==> config.mk <==
export PLATFORM = sky130hd
export DESIGN_NAME = bitplane_packer_flat
export DESIGN_NICKNAME = d
export VERILOG_FILES = /design/src/rtl/bitplane_packer_if.sv /design/src/rtl/bitplane_packer.sv /design/src/flat_wrapper.sv
export SDC_FILE = /design/constraint.sdc
export NUM_CORES = 1
export LEC_CHECK = 0
export BUFFER_PORTS_ARGS = -buffer_cell sky130_fd_sc_hd__buf_2
export CORE_MARGIN = 5
export CORE_UTILIZATION = 40
export DETAILED_ROUTE_END_ITERATION = 6
export GPL_ROUTABILITY_DRIVEN = 0
export HOLD_SLACK_MARGIN = 0.05
export PLACE_DENSITY = 0.67
export SLEW_MARGIN = 25
export SYNTH_ARGS = -nofsm -noshare
export SYNTH_HDL_FRONTEND = slang
export SYNTH_SLANG_ARGS = --single-unit
export TNS_END_PERCENT = 10
==> constraint.sdc <==
create_clock -name clk -period 3.7 [get_ports clk]
set_input_delay 0 -clock clk [delete_from_list [all_inputs] [get_ports clk]]
set_output_delay 0 -clock clk [all_outputs]
set_load 0.02 [all_outputs]
==> src/rtl/bitplane_packer_if.sv <==
// Pixel-word input and bit-plane FIFO output handshakes of the bit-plane packer.
// The packer takes the slave side; the pixel source / FIFO model takes the master side.
interface bitplane_packer_if #(
    parameter int NUM_INPUTS = 64
);
    logic                  pix_wvalid;
    logic                  pix_wready;
    logic [31:0]           pix_wdata;
    logic [NUM_INPUTS-1:0] fifo_wdata;
    logic                  fifo_push;
    logic                  fifo_full;

    modport slave (
        input  pix_wvalid, pix_wdata, fifo_full,
        output pix_wready, fifo_wdata, fifo_push
    );

    modport master (
        output pix_wvalid, pix_wdata, fifo_full,
        input  pix_wready, fifo_wdata, fifo_push
    );
endinterface

==> src/rtl/bitplane_packer.sv <==
// Loads a frame of pixels four per word, then emits it one bit-plane per FIFO push, MSB plane first.
//   state   | meaning
//   ST_LOAD | accepting pixel words into the frame buffer
//   ST_EMIT | offering bit-plane plane_idx to the FIFO
module bitplane_packer #(
    parameter int  NUM_INPUTS = 64,
    parameter int  PIXEL_BITS = 8,
    localparam int PLANE_W    = (PIXEL_BITS > 1) ? $clog2(PIXEL_BITS) : 1
) (
    input  logic               clk,
    input  logic               rst,
    input  logic               soft_reset_pulse,
    bitplane_packer_if.slave   bus,
    output logic               busy,
    output logic               frame_done_pulse,
    output logic [7:0]         frames_packed,
    output logic [PLANE_W-1:0] plane_idx
);
    localparam int NUM_WORDS = NUM_INPUTS / 4;
    localparam int WORD_W    = (NUM_WORDS > 1) ? $clog2(NUM_WORDS) : 1;
    localparam int PIX_W     = WORD_W + 2;

    typedef enum logic {
        ST_LOAD = 1'b0,
        ST_EMIT = 1'b1
    } state_t;

    state_t                state;
    logic [WORD_W-1:0]     word_idx;
    logic [PIXEL_BITS-1:0] pix_buf [NUM_INPUTS];

    // A soft reset suppresses the handshakes in its own cycle so nothing appears to transfer.
    assign bus.pix_wready = (state == ST_LOAD) && !soft_reset_pulse;
    assign bus.fifo_push  = (state == ST_EMIT) && !bus.fifo_full && !soft_reset_pulse;
    assign busy           = (state == ST_EMIT) || (word_idx != '0);

    always_comb begin
        bus.fifo_wdata = '0;
        for (int i = 0; i < NUM_INPUTS; i++) begin
            bus.fifo_wdata[i] = pix_buf[i][plane_idx];
        end
    end

    always_ff @(posedge clk) begin
        frame_done_pulse <= 1'b0;
        if (rst) begin
            state         <= ST_LOAD;
            word_idx      <= '0;
            plane_idx     <= PLANE_W'(PIXEL_BITS - 1);
            frames_packed <= '0;
            for (int i = 0; i < NUM_INPUTS; i++) begin
                pix_buf[i] <= '0;
            end
        end else if (soft_reset_pulse) begin
            state     <= ST_LOAD;
            word_idx  <= '0;
            plane_idx <= PLANE_W'(PIXEL_BITS - 1);
        end else begin
            case (state)
                ST_LOAD: begin
                    if (bus.pix_wvalid) begin
                        for (int k = 0; k < 4; k++) begin
                            pix_buf[{word_idx, 2'(k)}] <= bus.pix_wdata[8*k +: PIXEL_BITS];
                        end
                        if (word_idx == WORD_W'(NUM_WORDS - 1)) begin
                            word_idx  <= '0;
                            plane_idx <= PLANE_W'(PIXEL_BITS - 1);
                            state     <= ST_EMIT;
                        end else begin
                            word_idx <= word_idx + 1'b1;
                        end
                    end
                end
                ST_EMIT: begin
                    if (!bus.fifo_full) begin
                        if (plane_idx == '0) begin
                            state            <= ST_LOAD;
                            plane_idx        <= PLANE_W'(PIXEL_BITS - 1);
                            frame_done_pulse <= 1'b1;
                            frames_packed    <= frames_packed + 1'b1;
                        end else begin
                            plane_idx <= plane_idx - 1'b1;
                        end
                    end
                end
                default: state <= ST_LOAD;
            endcase
        end
    end

    logic unused_ok;
    assign unused_ok = ^{bus.pix_wdata, PIX_W[0]};
endmodule

==> src/flat_wrapper.sv <==
// flat-port wrapper written by rule: the top's interface ports become plain ports
module bitplane_packer_flat 
#(
    parameter int  NUM_INPUTS = 64,
    parameter int  PIXEL_BITS = 8,
    localparam int PLANE_W    = (PIXEL_BITS > 1) ? $clog2(PIXEL_BITS) : 1
)
  (clk, rst, soft_reset_pulse, busy, frame_done_pulse, frames_packed, plane_idx, bus_pix_wvalid, bus_pix_wdata, bus_fifo_full, bus_pix_wready, bus_fifo_wdata, bus_fifo_push);
  bitplane_packer_if #(.NUM_INPUTS(NUM_INPUTS)) bus_i ();
  input  logic clk;
  input  logic rst;
  input  logic soft_reset_pulse;
  output logic busy;
  output logic frame_done_pulse;
  output logic [7:0] frames_packed;
  output logic [PLANE_W-1:0] plane_idx;
  input wire logic [$bits(bus_i.pix_wvalid)-1:0] bus_pix_wvalid;
  input wire logic [$bits(bus_i.pix_wdata)-1:0] bus_pix_wdata;
  input wire logic [$bits(bus_i.fifo_full)-1:0] bus_fifo_full;
  output wire logic [$bits(bus_i.pix_wready)-1:0] bus_pix_wready;
  output wire logic [$bits(bus_i.fifo_wdata)-1:0] bus_fifo_wdata;
  output wire logic [$bits(bus_i.fifo_push)-1:0] bus_fifo_push;
  assign bus_i.pix_wvalid = bus_pix_wvalid;
  assign bus_i.pix_wdata = bus_pix_wdata;
  assign bus_i.fifo_full = bus_fifo_full;
  assign bus_pix_wready = bus_i.pix_wready;
  assign bus_fifo_wdata = bus_i.fifo_wdata;
  assign bus_fifo_push = bus_i.fifo_push;
  bitplane_packer #(.NUM_INPUTS(NUM_INPUTS), .PIXEL_BITS(PIXEL_BITS)) u_core (.clk(clk), .rst(rst), .soft_reset_pulse(soft_reset_pulse), .bus(bus_i), .busy(busy), .frame_done_pulse(frame_done_pulse), .frames_packed(frames_packed), .plane_idx(plane_idx));
endmodule
==> run summary, run 1 <==
Crit path time final -> 2.883 ns
H-Tree Depth -> 2
Non-filler cells, final -> 2538
Clk_skew -> 0.01419 ns
Vias in the first global route -> 14096
Status -> finished, final reports clean
Main synth FF type -> edfxtp_1
Fin. max-slew vios -> 0
Clock share of power -> 41.3%
FILL cells -> 5117
Library cells used by synthesis -> 42
Yosys warns -> 0
Die H -> 252.4 um
TritonCTS Sinks -> 529
Initial antenna violation count -> 7
CP max-delay cell -> dfxtp_4
Share of cells above drive strength 1 -> 24.53%
Drc violations -> 0
Synth Instances -> 1601
Crit path capture type -> output port
# rows -> 88
Critical path type -> flip-flop to output port
Initial core utilization -> 40.59%
GRT overflow -> 0
Root buf cell -> clkbuf_16
Fin util -> 46.30%
Design Area, Final -> 26820 um^2
Clock insertion delay at the later pin of the skew report -> 0.59 ns
Power per standard cell area -> 468.3 nW/um^2
Sequential group share of total power -> 54.2%
Area after DPL -> 24780 um^2
Total CTS buffers -> 54
Final #Nets -> 1771
Die footprint -> 63720 um^2
Combinational Power Share -> 4.6%
Most common cell after layout, fill and taps aside -> edfxtp_1
Final hold vios -> 0
Post-synth EDFFs -> 512
Tot GR Track Use -> 18.29%
Layout area overhead -> 14.07%
Path category of the worst min-delay check -> primary input to flip-flop
Setup Viol. Count Final -> 0
Worst-path fanout max -> 31
Most frequent cells in the layout -> 512 x edfxtp_1, 394 x nor2_1, 136 x nand2_1
Setup repair after global routing missed its margin -> no
Largest net degree at the start of global routing -> 65
Top cell type's share of synthesized area -> 65.40%
DIE WIDTH -> 252.4 um
CP arrival -> 2.88 ns
Syn Area/Cell -> 14.68 um^2
Hold Path Depth -> 4
Post-synth ARST share -> 0%
Worst-Margin Slew -> 0.9937 ns
Final WL -> 58.88 mm
Max stage delay on crit path -> 0.76 ns
Post-synthesis sequential area ratio -> 66.84%
Final period util -> 77.93%
I/O Buffers -> 115
CTS tree -> built
Final ANT Viol Nets -> 0
MaxCap Viol Count -> 0
Via count -> 13864
CTS clk-pin slew, worst paths -> 0.06 ns
Placed insts -> 2399
Post-route setup TNS -> 0 ns
R2r worst-path depth -> 6
Achievable Freq -> 346.8 MHz
CTS max path bufs -> 3
Cell-internal power -> 9864 uW
Leakage Power -> 0.009392 uW
Synth area leader -> edfxtp_1
VDD IR max -> 0.2797 mV
Syn_nets -> 1646
Register bit total from synthesis -> 529
Starting DRT DRC Count -> 1387
Synth area leaders -> edfxtp_1 65%, mux4_2 12%, nor2_1 6.3%
Net Sw Frac -> 21.45%
Switching pwr -> 2694 uW
Mapped cell area -> 23510 um^2
Dpl hpwl -> 35.81 mm
Core footprint -> 57920 um^2
Critical path cell sequence -> buf_4 -> mux4_2 -> mux2_2 -> buf_2
First-pass GRT wire length -> 87.87 mm
Slew Limit Headroom -> 33.76%
Mean number of vias per cell -> 5.463
CP required -> 3.70 ns
WL per Instance -> 23.20 um
Io pins -> 116
Register cell area after layout -> 15730 um^2
Worst Setup Start Kind -> flip-flop
TritonRoute pass-1 iters -> 5
Setup Fix Bufs, Post-CTS -> 0
Area taken by multi-input logic gates -> 7178 um^2
## stage by stage
stage	hold WS [ns]	power (uW)	setup WS, ns
detailed placement	0.4223	7477	1.196
global route	0.4675	12940	0.6167
CTS	0.3612	12640	0.6935
floorplan	0.07494	7197	1.278
finish	0.4249	12560	0.8165
global placement	0.4147	7451	1.279
## area by class of cell
cell class / instances / area share (%)
Antenna cell: 4 / 0.03733
Clock buffer: 66 / 5.286
Clock inverter: 33 / 0.9051
Inverter: 7 / 0.09798
Multi-Input combinational cell: 950 / 26.77
Sequential cell: 529 / 58.64
Tap cell: 765 / 3.569
Timing Repair Buffer: 184 / 4.694
## cells in the mapped netlist, types with 8 or more instances
cell type and instances:
buf_2 18, mux2_2 65, clkbuf_2 9, a21o_1 11, clkbuf_1 53, ha_1 8, mux4_2 128, dfxtp_1 17
buf_1 14, and2_1 129, nor2_1 394, buf_6 21, a21oi_1 10, edfxtp_1 512, nand2_1 138
## cell families after synthesis
| family | Yosys count | synth area share [%] |
|---|---|---|
| XOR/XNOR | 1 | 0.03726 |
| flip-flops | 529 | 66.84 |
| multiplexers | 195 | 15.47 |
| buffers and inverters | 122 | 2.762 |
| adder cells (fa/ha/maj) | 8 | 0.4258 |
| AO/OA/AOI/OAI | 36 | 0.9792 |
| AND/OR/NAND/NOR | 710 | 13.48 |
## critical path, delay by kind of cell, from the launching register on
family                 cells  cell delay, ns
multiplexers               2            0.88
flip-flops                 1            0.76
buffers and inverters      2            0.64
## flip-flops by register name (all words and copies together) (netlist names)
register                 flops
u_core.frame_done_pulse      1
u_core.frames_packed         8
u_core.pix_buf             512
u_core.plane_idx             3
u_core.state                 1
u_core.word_idx              4
## power by group through the flow
stage	clock network [uW]	logic [uW]	registers, uW
6_report	5180	573	6800
3_3_place_gp	0	535	6920
5_1_grt	5520	606	6820
2_1_floorplan	0	288	6910
4_1_cts	5260	577	6810
3_5_place_dp	0	545	6930
## per-layer routing
layer  vias up  share of wire (%)  GRT usage, %
met2       572                 48         29.63
met3        94                9.5         4.600
met1      7112                 40         24.78
met4         0                2.9         5.180
met5         -                  0             0
li1       6086                  -             -
## what timing repair did
item	4_1_cts	5_1_grt
resized for setup	0	0
hold buffers	36	0
endpoints found under the hold margin	463	0
## worst paths after layout
path / start / end / slack [ns]
worst max-delay path: u_core.plane_idx[0] / bus_fifo_wdata[35] / 0.82
worst min-delay path: soft_reset_pulse / u_core.plane_idx[0] / 0.42
worst max register to register: u_core.word_idx[0] / u_core.pix_buf[9][4] / 1.17
worst min register to register: u_core.frames_packed[4] / u_core.frames_packed[4] / 0.50
No activity file was read; power rests on OpenSTA's default activity.
==> run 2: changes to the inputs <==
Settings changed: ABC_AREA from default to 1.
Clock period 3.7 ns to 2.95 ns, I/O delays scaled along.
==> run 2 against run 1 <==
Sequential share of layout area fell by 0.20 points; design area rose by 0.35%; synthesized area rose by 1.9%; critical path depth rose by 3; via count rose by 26%; total power rose by 26%; flip-flop and latch count did not move; wire length rose by 17%; largest power group unchanged; count of clock-buffer cells in the layout rose by 2; core utilization fell by 0.79 points; sequential power rose by 25%; non-clock buffer count rose by 30.
==> run summary, run 2 <==
Achievable Freq -> 388.7 MHz
Synth Instances -> 2303 (was 1601)
H-Tree Depth -> 2 (unchanged)
Setup ws final -> 0.3773 ns (was 0.8165 ns)
Core footprint -> 59130 um^2 (was 57920 um^2)
DP Worst Slack -> 0.5211 ns (was 1.196 ns)
CTS clk-pin slew, worst paths -> 0.06 ns (about the same)
Final ANT Viol Nets -> 0 (unchanged)
Critical path cell sequence -> inv_2 -> nand3_1 -> nor2_1 -> inv_1 -> nand2_1 -> a21oi_1 -> dlygate4sd3_1 (was buf_4 -> mux4_2 -> mux2_2 -> buf_2)
CTS tree -> built (unchanged)
Status -> finished, final reports clean (unchanged)
Post-route setup TNS -> 0 ns (unchanged)
Final WL -> 68.98 mm (was 58.88 mm)
CP arrival -> 3.06 ns (was 2.88 ns)
CTS max path bufs -> 3 (unchanged)
Leakage Power -> 0.01067 uW (was 0.009392 uW)
Max stage delay on crit path -> 0.63 ns (was 0.76 ns)
Power per standard cell area -> 589.4 nW/um^2 (was 468.3 nW/um^2)
Bufs and invs on worst path -> 3 (was 2)
Post-CTS Resized -> 0 (unchanged)
MaxCap Viol Count -> 0 (unchanged)
WL per Instance -> 21.50 um (was 23.20 um)
Synth cell count leaders -> 809 x nor2_1, 512 x edfxtp_1, 260 x o21ai_0, 234 x nand2_1, 87 x clkbuf_1 (was 512 x edfxtp_1, 394 x nor2_1, 138 x nand2_1, 129 x and2_1, 128 x mux4_2)
Most frequent cells in the layout -> 809 x nor2_1, 512 x edfxtp_1, 260 x o21ai_0 (was 512 x edfxtp_1, 394 x nor2_1, 136 x nand2_1)
Synth area leader -> edfxtp_1 (unchanged)
Io pins -> 116 (unchanged)
VDD IR max -> 0.4603 mV (was 0.2797 mV)
TritonRoute pass-1 iters -> 6 (was 5)
Leading registers by flop count -> u_core.pix_buf (512), u_core.frames_packed (8), u_core.word_idx (4) (unchanged)
Starting DRT DRC Count -> 2247 (was 1387)
Initial core utilization -> 40.50% (was 40.59%)
DIE WIDTH -> 254.7 um (was 252.4 um)
Fin. max-slew vios -> 0 (unchanged)
Worst Setup Start Kind -> flip-flop (unchanged)
Top cell type's share of synthesized area -> 64.20% (was 65.40%)
Syn_nets -> 2348 (was 1646)
CP required -> 3.44 ns (was 3.70 ns)
Reg with most FFs -> u_core.pix_buf (unchanged)
Post-synth ARST share -> 0% (unchanged)
Critical path's top delay family -> buffers and inverters (was multiplexers)
Crit path time final -> 2.573 ns
GRT overflow -> 0 (unchanged)
Clk_skew -> 0.02115 ns (was 0.01419 ns)
Worst-path fanout max -> 15 (was 31)
Mean number of vias per cell -> 5.458 (was 5.463)
Drc violations -> 0 (unchanged)
Library cells used by synthesis -> 33 (was 42)
Syn Area/Cell -> 10.40 um^2 (was 14.68 um^2)
Clock insertion delay at the later pin of the skew report -> 0.62 ns (was 0.59 ns)
Vias in the first global route -> 16814 (was 14096)
Dpl hpwl -> 35.53 mm (was 35.81 mm)
Via count -> 17515 (was 13864)
Area after DPL -> 24860 um^2 (was 24780 um^2)
Main synth FF type -> edfxtp_1 (unchanged)
CP max-delay cell -> nor2_1 (was dfxtp_4)
Critical path type -> flip-flop to flip-flop (was flip-flop to output port)
Synth area leaders -> edfxtp_1 64%, nor2_1 13%, o21ai_0 5.4% (was edfxtp_1 65%, mux4_2 12%, nor2_1 6.3%)
Hold buffers post-CTS -> 36 (unchanged)
Mapped cell area -> 23950 um^2 (was 23510 um^2)
Layout area overhead -> 12.38% (was 14.07%)
Final hold vios -> 0 (unchanged)
Post-synth EDFFs -> 512 (unchanged)
Design Area, Final -> 26910 um^2 (was 26820 um^2)
Share of cells above drive strength 1 -> 13.72% (was 24.53%)
Most common cell after layout, fill and taps aside -> nor2_1 (was edfxtp_1)
Path category of the worst min-delay check -> primary input to flip-flop (unchanged)
Post-synthesis sequential area ratio -> 65.63% (was 66.84%)
Setup repair after global routing missed its margin -> no (unchanged)
Most common cell in the netlist -> nor2_1 (was edfxtp_1)
Worst-Margin Slew -> 1.132 ns (was 0.9937 ns)
Die H -> 254.7 um (was 252.4 um)
Yosys warns -> 0 (unchanged)
I/O Buffers -> 115 (unchanged)
TritonCTS Sinks -> 529 (unchanged)
Tot GR Track Use -> 20.81% (was 18.29%)
Total CTS buffers -> 55 (was 54)
Crit path capture type -> flip-flop (was output port)
Setup Fix Bufs, Post-CTS -> 0 (unchanged)
Root buf cell -> clkbuf_16 (unchanged)
Final #Nets -> 2436 (was 1771)
Final period util -> 87.21%
Largest register FFs -> 512 (unchanged)
Slew Limit Headroom -> 24.05% (was 33.76%)
Die footprint -> 64860 um^2 (was 63720 um^2)
Initial antenna violation count -> 0 (was 7)
Setup Viol. Count Final -> 0 (unchanged)
Largest net degree at the start of global routing -> 165 (was 65)
Register bit total from synthesis -> 529 (unchanged)
First-pass GRT wire length -> 101.5 mm (was 87.87 mm)
# rows -> 89 (was 88)
## run 2: final timing paths
check | cells past startpoint | end | startpoint | slack, ns
min reg2reg | 2 | u_core.frames_packed[4] | u_core.frames_packed[4] | 0.50
max | 7 | u_core.frames_packed[3] | u_core.plane_idx[2] | 0.38
max reg2reg | 7 | u_core.frames_packed[3] | u_core.plane_idx[2] | 0.38
min | 3 | u_core.pix_buf[27][4] | bus_pix_wdata[20] | 0.08
## run 2: tightest hold or removal path, stage by stage
cell and delay (ns):
buf_2 0.08, inv_1 0.29, nor2_2 0.19
## run 2: routing by layer
metal	wire (um)	global-route usage, %	part of all wire [%]
met5	0	0	0
met2	31750	32.91	46
met4	2223	6.730	3.2
met1	27210	28.98	39
met3	7792	4.456	11
## run 2: kinds of logic after synthesis
kind of cell | Yosys count | share of synthesized area, %
fa+ha+maj | 8 | 0.4180
compound gates | 400 | 8.715
buf+inv | 237 | 5.878
flops | 529 | 65.63
simple gates | 1126 | 19.25
xor+xnor | 3 | 0.1097
## run 2: final cells by class
class,count,area [um^2]
Multi-Input combinational cell,1537,6824
Fill cell,5436,32220
Timing Repair Buffer,214,1516
Inverter,54,211.5
Clock inverter,33,216.5
Antenna cell,1,2.502
Tap cell,773,967.2
Sequential cell,529,15730
Clock buffer,68,1446
## run 2: power by group
| part | internal [uW] | switching (uW) | leakage, uW |
|---|---|---|---|
| combinational | 186 | 621 | 0.00443 |
| sequential | 8470 | 64.9 | 0.00543 |
| clock | 3640 | 2880 | 0.000814 |
## run 2: per-stage QoR
step	instances	hold WS, ns	util, %	power [uW]
after detailed placement	3070	0.2330	42.04	9452
final	3209	0.07922	45.51	15860
after floorplan	2303	0.06907	-	9058
after global placement	3070	0.2265	42.04	9423
after global routing	3208	0.09988	45.51	16270
after CTS	3207	0.06360	45.46	15920
==> run 3: changes to the inputs <==
Settings changed: CORE_MARGIN 5 to 1.
Clock period 2.95 ns to 3.2 ns, I/O delays scaled along.
==> run 3 against run 2 <==
The flow now finishes with violations (DRC); global-route usage increased by 1.8 points; sequential power decreased by 7.7%; largest cell class unchanged; maximum frequency decreased by 13%; final cell count about the same.
==> run summary, run 3 (synthesis gave the netlist of run 2 again) <==
Status -> finished with violations (was finished, final reports clean)
Fin. max-slew vios -> 0 (unchanged)
Worst-path fanout max -> 45 (was 15)
WL per Instance -> 21.49 um (was 21.50 um)
Worst hold start -> rst (was bus_pix_wdata[20])
Final ANT Viol Nets -> 0 (unchanged)
Vias in the first global route -> 16715 (was 16814)
GRT overflow -> 0 (unchanged)
Worst reg2reg path startpoint -> u_core.plane_idx[0] (was u_core.plane_idx[2])
Io pins -> 116 (unchanged)
Mean number of vias per cell -> 5.453 (was 5.458)
Setup repair after global routing missed its margin -> no (unchanged)
Worst Setup Start Kind -> flip-flop (unchanged)
Setup Viol. Count Final -> 0 (unchanged)
Net Sw Frac -> 22.43% (was 22.48%)
Final #Nets -> 2433 (was 2436)
Root buf cell -> clkbuf_16 (unchanged)
Clk_skew -> 0.02810 ns (was 0.02115 ns)
Most frequent cells in the layout -> 809 x nor2_1, 512 x edfxtp_1, 260 x o21ai_0 (unchanged)
CTS tree -> built (unchanged)
Post-route setup TNS -> 0 ns (unchanged)
Total CTS buffers -> 55 (unchanged)
Global routing usage on met2 -> 37.04% (was 32.91%)
CP arrival -> 3.44 ns (was 3.06 ns)
First-pass GRT wire length -> 101.9 mm (was 101.5 mm)
I/O Buffers -> 115 (unchanged)
Largest net degree at the start of global routing -> 195 (was 165)
Share of cells above drive strength 1 -> 13.97% (was 13.72%)
Worst-Margin Slew -> 1.089 ns (was 1.132 ns)
CTS clk-pin slew, worst paths -> 0.06 ns (about the same)
R2r worst-path depth -> 8 (was 7)
Critical path cell sequence -> inv_6 -> ha_1 -> nand3_1 -> nor2_1 -> inv_1 -> nand2_1 -> a21oi_1 -> dlygate4sd3_1 (was inv_2 -> nand3_1 -> nor2_1 -> inv_1 -> nand2_1 -> a21oi_1 -> dlygate4sd3_1)
Die footprint -> 60850 um^2 (was 64860 um^2)
GR Util met1 -> 31.28% (was 28.98%)
Final WL -> 68.92 mm (was 68.98 mm)
Met3 Use GR -> 3.126% (was 4.456%)
Switching pwr -> 3329 uW (was 3566 uW)
Path category of the worst min-delay check -> primary input to flip-flop (unchanged)
Leakage Power -> 0.01066 uW (was 0.01067 uW)
Tot GR Track Use -> 22.61% (was 20.81%)
TritonRoute pass-1 iters -> 7 (was 6)
Die H -> 246.7 um (was 254.7 um)
Most common cell after layout, fill and taps aside -> nor2_1 (unchanged)
Clock insertion delay at the later pin of the skew report -> 0.62 ns (about the same)
Failing checks -> DRC
Initial antenna violation count -> 1 (was 0)
Critical path type -> flip-flop to flip-flop (unchanged)
Via count -> 17487 (was 17515)
VDD IR max -> 0.4391 mV (was 0.4603 mV)
Achievable Freq -> 338.8 MHz (was 388.7 MHz)
Leading registers by flop count -> u_core.pix_buf (512), u_core.frames_packed (8), u_core.word_idx (4) (unchanged)
Starting DRT DRC Count -> 2085 (was 2247)
CTS max path bufs -> 3 (unchanged)
Layout area overhead -> 12.45% (was 12.38%)
MaxCap Viol Count -> 0 (unchanged)
Crit path time final -> 2.952 ns (was 2.573 ns)
Power, Total -> 14840 uW (was 15860 uW)
GR peak layer -> met2 (unchanged)
Largest register FFs -> 512 (unchanged)
Clock share of power -> 42.0% (was 41.1%)
TritonCTS Sinks -> 529 (unchanged)
H-Tree Depth -> 2 (unchanged)
Power per standard cell area -> 551.2 nW/um^2 (was 589.4 nW/um^2)
Worst R2R End -> u_core.frames_packed[3] (unchanged)
Worst R2R Setup Slack -> 0.25 ns (was 0.38 ns)
Core footprint -> 59130 um^2 (unchanged)
Reg with most FFs -> u_core.pix_buf (unchanged)
# rows -> 89 (unchanged)
Hold Path Depth -> 3 (unchanged)
Drc violations -> 32 (was 0)
FILL cells -> 5408 (was 5436)
Cell-internal power -> 11510 uW (was 12290 uW)
Final hold vios -> 0 (unchanged)
Final period util -> 92.24% (was 87.21%)
Max stage delay on crit path -> 0.62 ns (was 0.63 ns)
Initial core utilization -> 40.50% (unchanged)
Sequential group share of total power -> 53.0% (was 53.8%)
DIE WIDTH -> 246.7 um (was 254.7 um)
Combinational Power Share -> 4.9% (was 5.1%)
Slew Limit Headroom -> 27.32% (was 24.05%)
Bufs and invs on worst path -> 3 (unchanged)
CP max-delay cell -> nor2_1 (unchanged)
Worst Hold End -> u_core.frame_done_pulse (was u_core.pix_buf[27][4])
Dpl hpwl -> 36.61 mm (was 35.53 mm)
Crit path capture type -> flip-flop (unchanged)
Critical path's top delay family -> buffers and inverters (unchanged)
CP required -> 3.69 ns (was 3.44 ns)
Setup Fix Bufs, Post-CTS -> 0 (unchanged)
==> run 3: changes by cell type in the layout (fill, tap and decap cells not counted), sizes merged <==
cell | previous run | this run
clkbuf | 68 | 72
bufinv | 2 | 4
clkinv | 30 | 20
buf | 178 | 173
dlygate4sd3 | 36 | 38
clkinvlp | 1 | 5
inv | 54 | 55
==> run 3: worst max-delay path by stage <==
stage / start / end / slack (ns) / cells after the start
final: u_core.plane_idx[0] / u_core.frames_packed[3] / 0.25 / 8
after global routing: u_core.plane_idx[0] / u_core.frames_packed[3] / 0.05 / 8
after CTS: u_core.plane_idx[0] / u_core.frames_packed[3] / 0.29 / 8
after detailed placement: u_core.word_idx[0] / u_core.pix_buf[1][6] / 0.83 / 6
after global placement: u_core.word_idx[0] / u_core.pix_buf[1][6] / 0.89 / 6
after floorplan: u_core.word_idx[0] / u_core.pix_buf[4][0] / 0.94 / 7
==> run 3: worst reg2reg max path, stage by stage, from the launching register on <==
cell           delay, ns
dfxtp_4             0.48
inv_6               0.39
ha_1                0.27
nand3_1             0.11
nor2_1              0.62
inv_1               0.22
nand2_1             0.11
a21oi_1             0.06
dlygate4sd3_1       0.55
==> run 3: per-stage QoR <==
step                area (um^2)  std cells  utilization, %  hold WS [ns]  setup WS [ns]
finish                    26930       3207           45.54        0.1985         0.2485
global route              26930       3206           45.54        0.1965        0.04648
CTS                       26930       3206           45.54        0.1519         0.2893
detailed placement        24820       3066           41.97        0.2505         0.8262
global placement          24820       3066           41.97        0.2471         0.8887
floorplan                 23950       2303               -       0.06907         0.9401
==> run 3: power by group through the flow <==
stage	Sequential, uW	Clock (uW)	Combinational (uW)
finish	7870	6240	734
global route	7890	6550	769
CTS	7870	6280	728
detailed placement	8010	0	691
global placement	8000	0	677
floorplan	8000	0	348
==> run 3: area by class of cell <==
type,count,area (um^2),share of cell area [%]
Multi-Input combinational cell,1537,6824,25.34
Clock inverter,30,269.0,0.9990
Sequential cell,529,15730,58.40
Clock buffer,72,1461,5.427
Timing Repair Buffer,211,1466,5.446
Antenna cell,1,2.502,0.009293
Inverter,54,211.5,0.7852
Tap cell,773,967.2,3.592
==> run 3: routing by layer <==
metal	wire, um	up-vias
met2	32580	882
li1	-	7936
met1	27760	8552
met3	6752	117
met4	1830	0
met5	0	-
==> run 3: repair_timing <==
action                                 in CTS  in global routing
hold buffers                               38                  0
endpoints found under the hold margin     494                  0
resized for setup                           0                  0
